$ cat src/rtl/i2s_tx.sv
// i2s_tx: standard I2S transmitter, one mono sample duplicated into the left and right slots of each 64-bit frame.
// Latency: a sample accepted before a frame load goes out MSB first, one bclk after the next lrclk edge.
// Backpressure: one-entry holding buffer; sample_ready is low while it is full and offers are held off, never overwritten.
module i2s_tx #(
    parameter int DATA_W   = 24,
    parameter int BCLK_DIV = 4
) (
    input  logic              clk,
    input  logic              reset,
    input  logic [DATA_W-1:0] sample_in,
    input  logic              sample_valid,
    output logic              sample_ready,
    output logic              bclk,
    output logic              lrclk,
    output logic              sdata,
    output logic              underrun
);

    localparam int               DIV_W    = (BCLK_DIV > 1) ? $clog2(BCLK_DIV) : 1;
    localparam logic [DIV_W-1:0] DIV_LAST = DIV_W'(BCLK_DIV - 1);

    logic [DIV_W-1:0]  r_div;
    logic              r_bclk;
    logic              r_lrclk;
    logic              r_sdata;
    logic              r_underrun;
    logic              r_buf_empty;
    logic [5:0]        r_bit_cnt;
    logic [DATA_W-1:0] r_shift;
    logic [DATA_W-1:0] r_buf;

    logic              w_div_wrap;
    logic              w_fall;
    logic              w_load;
    logic              w_accept;
    logic [5:0]        w_bit_next;
    logic [4:0]        w_pos;
    logic [5:0]        w_idx;
    logic [63:0]       w_shift_ext;
    logic              w_bit;

    // Edge detection, frame-load qualification and selection of the next serial bit.
    // The shift register is zero-extended to 64 bits so the slot index never leaves the vector.
    always_comb begin
        w_div_wrap  = (r_div == DIV_LAST);
        w_fall      = w_div_wrap && r_bclk;
        w_load      = w_fall && (r_bit_cnt == 6'd63);
        w_accept    = sample_valid && r_buf_empty;
        w_bit_next  = r_bit_cnt + 6'd1;
        w_pos       = w_bit_next[4:0];
        w_idx       = 6'(DATA_W) - {1'b0, w_pos};
        w_shift_ext = 64'(r_shift);
        w_bit       = 1'b0;
        if ((w_pos != 5'd0) && ({1'b0, w_pos} <= 6'(DATA_W))) begin
            w_bit = w_shift_ext[w_idx];
        end
    end

    // Bit-clock divider: bclk toggles each time the counter wraps.
    always_ff @(posedge clk or posedge reset) begin
        if (reset) begin
            r_div  <= '0;
            r_bclk <= 1'b0;
        end else if (w_div_wrap) begin
            r_div  <= '0;
            r_bclk <= ~r_bclk;
        end else begin
            r_div  <= r_div + DIV_W'(1);
        end
    end

    // Serial side: bit counter, word select and data change only on falling bclk.
    always_ff @(posedge clk or posedge reset) begin
        if (reset) begin
            r_bit_cnt <= 6'd63;
            r_lrclk   <= 1'b1;
            r_sdata   <= 1'b0;
        end else if (w_fall) begin
            r_bit_cnt <= w_bit_next;
            r_lrclk   <= w_bit_next[5];
            r_sdata   <= w_bit;
        end
    end

    // Holding buffer and frame load; an empty buffer at load time either bypasses a
    // same-cycle offer straight into the shift register or substitutes silence and flags underrun.
    always_ff @(posedge clk or posedge reset) begin
        if (reset) begin
            r_shift     <= '0;
            r_buf       <= '0;
            r_buf_empty <= 1'b1;
            r_underrun  <= 1'b0;
        end else begin
            r_underrun <= 1'b0;
            if (w_load) begin
                r_buf_empty <= 1'b1;
                if (!r_buf_empty) begin
                    r_shift <= r_buf;
                end else if (sample_valid) begin
                    r_shift <= sample_in;
                end else begin
                    r_shift    <= '0;
                    r_underrun <= 1'b1;
                end
            end else if (w_accept) begin
                r_buf       <= sample_in;
                r_buf_empty <= 1'b0;
            end
        end
    end

    assign sample_ready = r_buf_empty;
    assign bclk         = r_bclk;
    assign lrclk        = r_lrclk;
    assign sdata        = r_sdata;
    assign underrun     = r_underrun;

endmodule

$ cat config.mk
export PLATFORM = sky130hd
export DESIGN_NAME = i2s_tx
export DESIGN_NICKNAME = d
export VERILOG_FILES = /design/src/rtl/i2s_tx.sv
export SDC_FILE = /design/constraint.sdc
export NUM_CORES = 1
export LEC_CHECK = 0
export CAP_MARGIN = 30
export CORE_UTILIZATION = 45
export CTS_CLUSTER_DIAMETER = 50
export DETAILED_ROUTE_END_ITERATION = 10
export PLACE_DENSITY_LB_ADDON = 0.3
export SLEW_MARGIN = 25
export SYNTH_ARGS = -nofsm -noshare
export SYNTH_HDL_FRONTEND = slang
export SYNTH_SLANG_ARGS = --single-unit
$ cat constraint.sdc
create_clock -name clk -period 2.15 [get_ports clk]
set_input_delay 0.645 -clock clk [delete_from_list [all_inputs] [get_ports clk]]
set_output_delay 0.645 -clock clk [all_outputs]
set_load 0.01 [all_outputs]
==> impl_metrics.csv <==
group,metric,value,unit
sta,finClkSkew,0.009130,ns
global_routing,gr-usage-all-layers,17.16,%
synthesis,synth_fp_nets,290,
clocking,worstSkewPairLatency,0.34,ns
worst_setup_path,worstPathCellList,"clkdlybuf4s50_1",
final_layout,final_layout_size_suffix_gt1_share,22.77,%
final_layout,syn_to_final_growth,21.31,%
synthesis,yosys_most_used_dff,"dfrtp_1",
synthesis,synth_area_leaders,"dfrtp_1, mux2_2, dfstp_2",
floorplanning,die_area,6878,um2
clocking,path_clk_slew,0.06,ns
synthesis,syn_area,2948,um2
synthesis,synth_xor_area_share,2.377,%
routing,drt-total-wl,5.324,mm
worst_setup_path,crit_fanout,3,
sta,setup_viol,0,
floorplanning,start_util,46.42,%
synthesis,synthMuxAreaShare,16.26,%
routing,drtAntennaViolNets,0,
worst_setup_path,reg2reg_from,"r_bit_cnt[0]",
global_routing,grt_max_degree,51,
synthesis,seq_area_frac_synth,51.23,%
worst_setup_path,slowest_stage,"dfstp_2",
worst_setup_path,crit_required,1.50,ns
worst_setup_path,critical-path-top-delay-family,"flip-flops",
synthesis,synth_top_cell_by_area,"dfrtp_1",
flow_run,maxCapViolations,0,
synthesis,synth_edf_count,0,
routing,routedWlPerCell,14.01,um
sta,finalHoldViolations,0,
floorplanning,num_io_pins,32,
synthesis,synthAdderAreaFrac,0.8489,%
outcome,outcome,"completed",
final_layout,fillers,554,
routing,drc,0,
synthesis,synth_top_family_by_area,"multiplexers",
floorplanning,rows,29,
worst_hold_path,hp-class,"flop to flop",
worst_setup_path,crit_arrival,1.41,ns
worst_setup_path,reg2reg_slack,0.21,ns
worst_setup_path,cp_num_buf_inv,1,
worst_setup_path,startpoint_type,"flop",
routing,via_count,1948,
worst_hold_path,hold_start,"r_div[0]",
final_layout,multiInputGateArea,1330,um2
power,p_leak,1.580,nW
floorplanning,dieWidth,82.94,um
worst_setup_path,criticalPathCategory,"flop to output port",
synthesis,yosys.area.top_type_share,44.99,%
synthesis,netlist_instances,261,
floorplanning,die_height,82.94,um
placed_design,dpl.hpwl,3.738,mm
synthesis,yosysMostFrequentCell,"dfrtp_1",
final_layout,nets,327,
routing,first_iter_violations,94,
sta,slew_violations,0,
sta,max_clock_freq,487.7,MHz
sta,post-route-period-util,95.37,%
clocking,cts_hold_buffers,0,
sta,rsz0062_at_grt,"false",
clocking,cts_root_buffer,"clkbuf_8",
synthesis,synth_warnings,0,
final_layout,utilization,56.32,%
worst_setup_path,crit_path_max_incr_delay,0.55,ns
synthesis,synth-compound-area-share,11.29,%
clocking,cts_tree,"yes",
global_routing,grt_pass1_vias,1971,
placed_design,place_congestion,0.8137,
global_routing,antenna_found_initial,0,
global_routing,grt_remaining_overflow,0,
power,vdd_drop_max,0.0005038,V
worst_setup_path,endpoint_kind,"output port",
clocking,cts-htree-levels,3,
synthesis,synth-seq-cells,60,
synthesis,synthTopCellsByCount,"dfrtp_1, nand2_1, mux2_2, o21ai_0, nor2b_1",
final_layout,num_antenna_cells,0,
routing,vias_per_cell,5.126,
placed_design,io_buffers,31,
global_routing,grt_pass1_wl,9.232,mm
sta,slew_headroom,74.02,%
floorplanning,core_area,6350,um2
final_layout,seqCellArea,1510,um2
clocking,cts-buffers-inserted,9,
power,p_per_area,670.1,nW/um2
synthesis,yosysUniqueCellTypes,39,
routing,dr.pass1.iters,4,
sta,worst_pin_slew,0.3897,ns
clocking,postCtsSetupRepairBufs,0,
synthesis,async_reset_ff_share,100.0,%
sta,layout_min_cycle_time,2.051,ns
clocking,clock_path_buffers,2,
sta,setup_tns,0,ns
synthesis,syn_area_per_cell,11.29,um2
worst_setup_path,startpoint,"lrclk",
synthesis,synth-simple-area-share,13.92,%
clocking,cts_sinks,60,
power by group:
part           switching, mW  leakage, nW  internal, mW
Clock                  0.429        0.100         0.566
Combinational         0.0747        0.839         0.125
Sequential            0.0205        0.640          1.18
worst paths after layout:
kind                           endpoint  depth (start not counted)
hold reg to reg                r_div[0]                          1
hold / removal                 r_div[0]                          1
max in group asynchronous  r_bit_cnt[0]                          3
setup reg to reg                  sdata                          6
setup / recovery                  lrclk                          1
min in group asynchronous   r_shift[22]                          2
final cells by class:
| class | count | share of cell area [%] |
|---|---|---|
| sequential | 60 | 42.23 |
| multi-input combinational | 182 | 37.19 |
| timing repair buffer | 43 | 12.25 |
| clock buffer | 12 | 4.059 |
| tap | 77 | 2.694 |
| clock inverter | 4 | 1.365 |
| inverter | 2 | 0.2099 |
flip-flops by register name, summed over array words and instances (netlist names):
name	count
r_shift	24
sample_ready	1
r_div	2
underrun	1
lrclk	1
sdata	1
bclk	1
r_bit_cnt	5
r_buf	24
logic make-up after synthesis:
logic type	Yosys count
AOI/OAI and AO/OA	58
xor gates and xnor gates	8
adders and majority gates	2
buffers and inverters	19
DFF	60
muxes	35
and+or+nand+nor	79
cells in the final DEF (no fill, tap or decap), types with 2 or more instances in the layout:
cell type         n
dfstp_2           7
clkdlybuf4s50_1  31
xnor2_1           5
mux2i_1           4
clkinv_2          2
o21ai_0          25
buf_4             9
mux2_2           25
nor2b_1          24
nand3_1           2
nand3b_1          2
dfrtp_1          53
a31oi_1           4
nand2b_1          3
mux4_1            6
clkbuf_8         10
buf_12            3
clkbuf_1          2
nand2_1          32
nor3_1            2
nor2_1            7
a21oi_1          21
xor2_1            3
timing repair:
item / CTS / global route
setup endpoints to repair: 1 / 1
resized for setup: 1 / 1
gates cloned: 0 / 0
metal layers:
layer | vias up | wire (um) | global-route usage [%] | part of all wire, %
met4 | 0 | 50 | 5.643 | 0.94
li1 | 983 | - | - | -
met1 | 928 | 2632 | 23.06 | 49
met2 | 32 | 2387 | 25.71 | 45
met3 | 5 | 253 | 6.461 | 4.8
met5 | - | 0 | 0 | 0
stage by stage:
step | hold WS [ns] | cell area (um2) | worst slack, ns | power, mW | std cells
CTS | 0.4352 | 3566 | 0.07381 | 2.431 | 380
floorplan | 0.4031 | 2948 | 0.03189 | 1.332 | 261
global placement | 0.4138 | 3369 | 0.04496 | 1.418 | 364
finish | 0.4275 | 3576 | 0.09946 | 2.396 | 380
global route | 0.4547 | 3576 | 0.05023 | 2.511 | 380
detailed placement | 0.4267 | 3369 | 0.01214 | 1.426 | 364
No activity file was read; power rests on OpenSTA's default activity.
==> patch (same settings) <==
Register the output `underrun` once more; this adds one clock of latency there. The other outputs are not delayed to match. Comments in the files are not updated.
--- a/src/rtl/i2s_tx.sv
+++ b/src/rtl/i2s_tx.sv
@@ -113,7 +113,9 @@
     assign bclk         = r_bclk;
     assign lrclk        = r_lrclk;
     assign sdata        = r_sdata;
-    assign underrun     = r_underrun;
+    always_ff @(posedge clk) begin
+        underrun <= r_underrun;
+    end
 
 endmodule
 
Formal check against the unedited RTL: not equivalent (Yosys sat finds a counterexample within 10 cycles, from zero or initial values and one cycle with reset high).
==> patch against the original RTL <==
- clock power is 14% lower
- wire length is 1.1% higher
- final area is 1.7% lower
- area after synthesis is 0.68% higher
- worst setup slack worse by 4.4 ps
- critical path depth stayed put
- total power is 5.0% lower
- count of clock-buffer cells in the layout is 1 higher
- sequential cell count is 1 higher
- global-route usage hardly changed
- largest cell class unchanged
- highest routed layer unchanged
==> patch: results (changes against the original RTL) <==
WL met3 163 µm (-36%); WL met2 2600 µm (+9.0%); complex-gate fraction of the synthesized area 11.2% (-0.076 points); Syn Nets 291 (+0.34%); initial antenna violation count 0 (unchanged); adder-cell share of the synthesized area 0.843% (-0.0057 points); layout cells sized above 1 21.3% (-1.4 points); final hold slack 372 ps (-55.8 ps); synth unique cells 40 (+2.6%); maximum vdd ir drop 402 µV (-20%); global-route wire length before repair 9350 µm (+1.3%); worst reg-to-reg setup slack 110 ps (-100 ps); DPL Wire Length 3600 µm (-3.8%); register area share after synthesis 51.6% (+0.33 points); gr usage total 17.2% (+0.035 points); largest net degree at the start of global routing 61 (+20%); Hold Path Sink underrun; vias in the first global route 1,997 (+1.3%); Via density 5.37 (+4.7%); status complete, no violations; relative slew slack 74.3% (+0.24 points); WL final 5390 µm (+1.1%); Post-Synth XOR/XNOR Area 2.36% (-0.016 points); post-synthesis mux area share 16.1% (-0.11 points); Filler cells 571 (+3.1%); hold_sp r_underrun; Metal-1 WL 2510 µm (-4.5%)
## patch: changes by cell type in the layout (fill, tap and decap cells not counted)
cell / delta
buf_4: -2
buf_12: -1
bufinv_16: -1
clkbuf_1: +1
clkinv_4: -1
dfxtp_1: +1
ha_2: +1
ha_4: -1
## patch: repair_timing
item / in CTS / in global routing
hold buffers: 0 / 0
endpoints found under the setup margin: 0 / 25
gates resized for setup: 0 / 1
## patch: metal layers
layer / vias to the layer above / GRT usage (%)
li1: 982 / -
met5: - / 0
met2: 38 / 26.4
met1: 997 / 22.5
met3: 6 / 4.77
met4: 0 / 8.46
## patch: per-stage QoR
stage / power, mW / std cells / setup slack (ps) / instance area, µm²
4_1_cts: 2.31 / 377 / 2.12 / 3510
2_1_floorplan: 1.35 / 262 / 31.9 / 2970
5_1_grt: 2.38 / 377 / 2.35 / 3520
3_3_place_gp: 1.43 / 362 / 45.4 / 3350
6_report: 2.28 / 377 / 95.1 / 3520
3_5_place_dp: 1.44 / 362 / 0.931 / 3350
## patch: logic make-up after synthesis
family                     after synthesis
and+or+nand+nor                         79
DFF                                     61
AOI/OAI and AO/OA                       58
muxes                                   35
buffers and inverters                   19
xor gates and xnor gates                 8
adders and majority gates                2
## patch: final cells by class
type                       count  area [µm²]  area share (%)
clock buffer                  13         149            4.23
clock inverter                 2        10.0           0.285
inverter                       2        7.51           0.214
timing repair buffer          40         403            11.5
tap                           77        96.3            2.74
sequential                    61        1530            43.5
multi-input combinational    182        1320            37.5
## patch: power breakdown
| group | total, mW | leakage (nW) | switching (mW) | internal, mW |
|---|---|---|---|---|
| Combinational | 0.197 | 0.818 | 0.0753 | 0.121 |
| Clock | 0.859 | 0.0833 | 0.418 | 0.440 |
| Sequential | 1.22 | 0.648 | 0.0211 | 1.20 |
| Total | 2.28 | 1.55 | 0.515 | 1.76 |
